## src/rtl/micro_tile_switch.sv

```systemverilog
// micro_tile_switch
//   Owns NUM_TILES micro tiles and hands the clock, reset and I/O to exactly
//   one of them. A change of the (synchronised) select drains the current
//   tile (clock off), waits SETTLE_CYCLES, then clocks the new tile with its
//   reset held for RST_CYCLES before releasing it into RUN. An out-of-range
//   select parks the switch with every tile gated and in reset.
//
// Ports
//   i_clk          system clock
//   i_rst_n        asynchronous active-low reset
//   i_sel_in       requested tile, asynchronous pin (synchronised inside)
//   i_ui_in        dedicated inputs routed to the active tile
//   i_tile_uo_out  flattened tile outputs, tile i at [i*IO_W +: IO_W]
//   o_tile_clk_en  per-tile clock enable for the external ICG cells
//   o_tile_rst_n   per-tile active-low reset
//   o_tile_ui_in   per-tile inputs, zero for tiles that are not clocked
//   o_uo_out       active tile output, zero unless running
//   o_active_sel   tile currently owned or being brought up
//   o_busy         high while draining, resetting or parked
//   o_switch_cnt   completed switches, wraps 255 -> 0
module micro_tile_switch #(
  parameter int NUM_TILES     = 4,
  parameter int SEL_W         = 2,
  parameter int IO_W          = 8,
  parameter int SETTLE_CYCLES = 2,
  parameter int RST_CYCLES    = 4
) (
  input  logic                      i_clk,
  input  logic                      i_rst_n,
  input  logic [SEL_W-1:0]          i_sel_in,
  input  logic [IO_W-1:0]           i_ui_in,
  input  logic [NUM_TILES*IO_W-1:0] i_tile_uo_out,
  output logic [NUM_TILES-1:0]      o_tile_clk_en,
  output logic [NUM_TILES-1:0]      o_tile_rst_n,
  output logic [NUM_TILES*IO_W-1:0] o_tile_ui_in,
  output logic [IO_W-1:0]           o_uo_out,
  output logic [SEL_W-1:0]          o_active_sel,
  output logic                      o_busy,
  output logic [7:0]                o_switch_cnt
);

  typedef enum logic [1:0] {
    S_RUN   = 2'd0,
    S_DRAIN = 2'd1,
    S_RESET = 2'd2,
    S_PARK  = 2'd3
  } state_t;

  localparam logic [3:0] C_SETTLE = 4'(SETTLE_CYCLES - 1);
  localparam logic [3:0] C_RST    = 4'(RST_CYCLES - 1);

  state_t           r_state;
  logic [3:0]       r_cnt;
  logic [SEL_W-1:0] r_active_sel;
  logic [SEL_W-1:0] r_sync1;
  logic [SEL_W-1:0] r_sync2;
  logic [7:0]       r_switch_cnt;
  // Set until the power-up bring-up of tile 0 leaves RESET; that bring-up
  // is not a switch and must not be counted.
  logic             r_first;

  logic w_sel_valid;
  logic w_sel_change;
  logic w_tile_live;
  logic w_run;

  // Extra leading zero so the compare works even when NUM_TILES == 2**SEL_W.
  assign w_sel_valid  = ({1'b0, r_sync2} < (SEL_W + 1)'(NUM_TILES));
  assign w_sel_change = (r_sync2 != r_active_sel);

  always_ff @(posedge i_clk or negedge i_rst_n) begin
    if (!i_rst_n) begin
      r_sync1      <= '0;
      r_sync2      <= '0;
      r_state      <= S_RESET;
      r_active_sel <= '0;
      r_cnt        <= C_RST;
      r_switch_cnt <= '0;
      r_first      <= 1'b1;
    end else begin
      r_sync1 <= i_sel_in;
      r_sync2 <= r_sync1;
      case (r_state)
        S_RESET: begin
          // Abort wins over completion so a tile is never released into
          // RUN only to be torn down again on the next cycle.
          if (w_sel_change) begin
            r_state <= S_DRAIN;
            r_cnt   <= C_SETTLE;
            r_first <= 1'b0;
          end else if (r_cnt == 4'd0) begin
            r_state <= S_RUN;
            r_first <= 1'b0;
            if (!r_first) begin
              r_switch_cnt <= r_switch_cnt + 8'd1;
            end
          end else begin
            r_cnt <= r_cnt - 4'd1;
          end
        end
        S_RUN: begin
          if (w_sel_change) begin
            r_state <= S_DRAIN;
            r_cnt   <= C_SETTLE;
          end
        end
        S_DRAIN: begin
          // Select is only looked at on exit; intermediate values are ignored.
          if (r_cnt == 4'd0) begin
            if (w_sel_valid) begin
              r_active_sel <= r_sync2;
              r_cnt        <= C_RST;
              r_state      <= S_RESET;
            end else begin
              r_state <= S_PARK;
            end
          end else begin
            r_cnt <= r_cnt - 4'd1;
          end
        end
        S_PARK: begin
          // Nothing is clocked while parked, so no drain gap is required.
          if (w_sel_valid) begin
            r_active_sel <= r_sync2;
            r_cnt        <= C_RST;
            r_state      <= S_RESET;
          end
        end
        default: r_state <= S_DRAIN;
      endcase
    end
  end

  // Gating with i_rst_n forces every tile off the instant reset asserts,
  // even though the state register itself resets into RESET.
  assign w_tile_live = i_rst_n && ((r_state == S_RESET) || (r_state == S_RUN));
  assign w_run       = i_rst_n && (r_state == S_RUN);

  genvar gi;
  generate
    for (gi = 0; gi < NUM_TILES; gi++) begin : g_tile
      logic w_sel_this;
      assign w_sel_this                      = (r_active_sel == SEL_W'(gi));
      assign o_tile_clk_en[gi]               = w_tile_live && w_sel_this;
      assign o_tile_rst_n[gi]                = w_run && w_sel_this;
      assign o_tile_ui_in[gi*IO_W +: IO_W]   = (w_tile_live && w_sel_this) ? i_ui_in : '0;
    end
  endgenerate

  // At most one tile is released from reset, so this is a plain one-hot mux.
  always_comb begin
    o_uo_out = '0;
    for (int i = 0; i < NUM_TILES; i++) begin
      if (w_run && (r_active_sel == SEL_W'(i))) begin
        o_uo_out = i_tile_uo_out[i*IO_W +: IO_W];
      end
    end
  end

  assign o_active_sel = r_active_sel;
  assign o_busy       = (r_state != S_RUN);
  assign o_switch_cnt = r_switch_cnt;

endmodule

```

## config.mk

```make
export PLATFORM = sky130hd
export DESIGN_NAME = micro_tile_switch
export DESIGN_NICKNAME = d
export VERILOG_FILES = /design/src/rtl/micro_tile_switch.sv
export SDC_FILE = /design/constraint.sdc
export NUM_CORES = 1
export LEC_CHECK = 0
export BUFFER_PORTS_ARGS = -buffer_cell sky130_fd_sc_hd__buf_2
export CAP_MARGIN = 20
export CORE_ASPECT_RATIO = 0.75
export CORE_UTILIZATION = 34
export DETAILED_ROUTE_END_ITERATION = 12
export PLACE_DENSITY = 0.67
export SETUP_SLACK_MARGIN = 0.15
export SYNTH_ARGS = -nofsm -noshare
export SYNTH_HDL_FRONTEND = slang
export SYNTH_SLANG_ARGS = --single-unit
```

## constraint.sdc

```tcl
create_clock -name i_clk -period 3.05 [get_ports i_clk]
set_clock_uncertainty 0.15 [all_clocks]
set_input_delay 0 -clock i_clk [delete_from_list [all_inputs] [get_ports i_clk]]
set_output_delay 0 -clock i_clk [all_outputs]
set_load 0.05 [all_outputs]
```

==> flow_metrics.env <==
export IMPL_grt_remaining_overflow=0
export IMPL_die_w_um=79.8
export IMPL_cts_tree="done"
export IMPL_grt_max_degree=23
export IMPL_fin_tns_setup_ns=0
export IMPL_path_clk_slew_ns=0.08
export IMPL_endpoint="o_switch_cnt[1]"
export IMPL_avgViaCountPerCell=4.76
export IMPL_rr_startpoint="r_cnt[0]"
export IMPL_critPathKind="reg -> reg"
export IMPL_cts_buffer_depth=2
export IMPL_period_needed_ns=2.41
export IMPL_critPathLaunchType="flip-flop"
export IMPL_avgSynthCellArea_um2=10.0
export IMPL_max_freq_ghz=0.414
export IMPL_antenna_left=0
export IMPL_mostFrequentLayoutCells="102 x buf_2, 33 x and2_1, 17 x dfrtp_1"
export IMPL_p_per_area_mw_per_mm2=747
export IMPL_cts_buffers_inserted=3
export IMPL_routabilityCongestion=0.745
export IMPL_yosysWarningCount=0
export IMPL_post_route_util_pct=51.3
export IMPL_synth_async_reset_ratio_pct=100
export IMPL_antenna_found_initial=0
export IMPL_max_vdd_ir_drop_uv=360
export IMPL_end_kind="flip-flop"
export IMPL_syn_nets=201
export IMPL_yosysSeqAreaShare_pct=34.4
export IMPL_vias=1486
export IMPL_drt_first_pass_iters=4
export IMPL_finalHoldViolCount=0
export IMPL_drc=0
export IMPL_diodes=0
export IMPL_layout_nets=305
export IMPL_slew_viol_final=0
export IMPL_grt_pass1_vias=1272
export IMPL_numPortBuffers=102
export IMPL_yosys_area_top_type="dfrtp_1"
export IMPL_routed_wl_um=4020
export IMPL_grt_pass1_wl_um=6020
export IMPL_r2r_end="o_switch_cnt[1]"
export IMPL_cts_sink_count=21
export IMPL_layout_commonest_cell="buf_2"
export IMPL_cp_arrival_ns=2.41
export IMPL_clk_latency_ns=0.26
export IMPL_dieHeight_um=60.3
export IMPL_r2r_cells=5
export IMPL_synth_flop_cell="dfrtp_1"
export IMPL_startpoint="r_cnt[0]"
export IMPL_synth_edf_count=0
export IMPL_place_area_mm2=0.00208
export IMPL_netlist_area_mm2=0.00154
export IMPL_design_area_mm2=0.00216
export IMPL_area_growth_pct=40.0
export IMPL_fp_dieArea_mm2=0.00481
export IMPL_cp_max_fo=9
export IMPL_fin_crit_sh_pct=79.2
export IMPL_setup_viol=0
export IMPL_dp_hpwl_um=3180
export IMPL_hp_class="in -> async"
export IMPL_synth_top_area_share_pct=27.6
export IMPL_htree_levels=1
export IMPL_tightest_slew_ns=0.614
export IMPL_power_total_w=0.00161
export IMPL_ys_types=40
export IMPL_std_cell_rows=20
export IMPL_maxCapViolations=0
export IMPL_synth_area_top_cells="dfrtp_1 28%, and2_1 13%, mux4_2 12%"
export IMPL_io_pins=103
export IMPL_drive_gt1_share_pct=50.2
export IMPL_start_util_pct=36.7
export IMPL_outcome="completed"
export IMPL_rrSetupSlack_ns=0.64
export IMPL_ys_seq_elements=21
export IMPL_critical_path_required_ns=3.04
export IMPL_cts_root_buf="clkbuf_8"
export IMPL_synth_cells=154
export IMPL_core_mm2=0.00420
export IMPL_rsz0062_at_grt="false"
export IMPL_cts_resized=0
export IMPL_wl_per_cell_um=12.9
export IMPL_p_leak_nw=1.14
export IMPL_drt_initial_drc_count=38
export IMPL_max_slew_margin_pct=59.0
export IMPL_track_usage_pct=16.0
-- metal layers --
layer / global-route usage, % / share of wire (%) / wire length [µm] / vias to the layer above
met3: 4.12 / 7.9 / 319 / 0
met2: 28.1 / 46 / 1860 / 57
li1: - / - / - / 746
met1: 20.7 / 46 / 1840 / 683
met4: 1.53 / 0 / 0 / 0
met5: 0 / 0 / 0 / -
-- cells by family after synthesis --
kind of cell	synth area share (%)
xor gates and xnor gates	5.68
buffers and inverters	4.79
adders and majority gates	2.44
AOI/OAI and AO/OA	7.39
and+or+nand+nor	31.4
DFF	34.4
muxes	13.9
-- worst min-delay path by stage --
stage	from	to	depth (start not counted)
CTS	i_rst_n	o_switch_cnt[6]	3
finish	i_rst_n	o_active_sel[0]	3
global route	i_rst_n	o_switch_cnt[6]	3
floorplan	i_rst_n	o_active_sel[0]	0
detailed placement	i_rst_n	o_switch_cnt[7]	2
global placement	i_rst_n	r_sync1[0]	2
-- where the power goes --
part           internal, W  switching, W
combinational     0.000363      0.000614
sequential        0.000350      0.000110
clock            0.0000908     0.0000864
-- what timing repair did --
action	4_1_cts	5_1_grt
endpoints found under the hold margin	23	0
setup buffers	0	0
hold buffers	3	0
-- sequential cells by signal, indices dropped and copies added, names as in the netlist --
signal / cells
o_switch_cnt: 8
r_cnt: 4
o_active_sel: 2
r_state: 2
r_sync1: 2
r_sync2: 2
r_first: 1
-- worst max-delay path, stage by stage (launching register included) --
cell	delay [ns]
dfstp_2	0.39
inv_1	0.10
ha_1	0.18
or3b_1	0.52
nor4_4	0.57
mux2_2	0.39
-- synthesized netlist by cell type, types with 2 or more instances --
library cell / n
ha_1: 3
nand2b_1: 4
o21ai_0: 5
clkbuf_1: 4
dfrtp_1: 17
dfstp_2: 4
nand3_1: 5
xor2_1: 4
inv_1: 4
nor3_1: 3
a21oi_1: 4
o31ai_1: 2
and2_1: 33
nor2_1: 8
and4_1: 2
xnor2_1: 6
nand4_1: 3
mux2_2: 3
mux4_2: 8
nor2b_1: 8
buf_6: 2
nand2_1: 4
-- final cells by class --
class | instances | area, µm²
flip-flops and latches | 21 | 531
multi-input cells | 121 | 942
repair buffers | 107 | 556
clock buffers | 3 | 41.3
fillers | 399 | 2050
clock inverters | 1 | 5.00
inverters | 4 | 15.0
well taps | 55 | 68.8
-- per-stage QoR --
stage	instances	setup slack, ns	hold slack, ns
after global placement	305	0.692	-0.167
final	312	0.636	0.0838
after floorplan	154	0.159	-0.446
after CTS	312	0.626	0.0868
after global routing	312	0.484	0.100
after detailed placement	305	0.645	-0.164
Power figures use the tool's default switching activity.
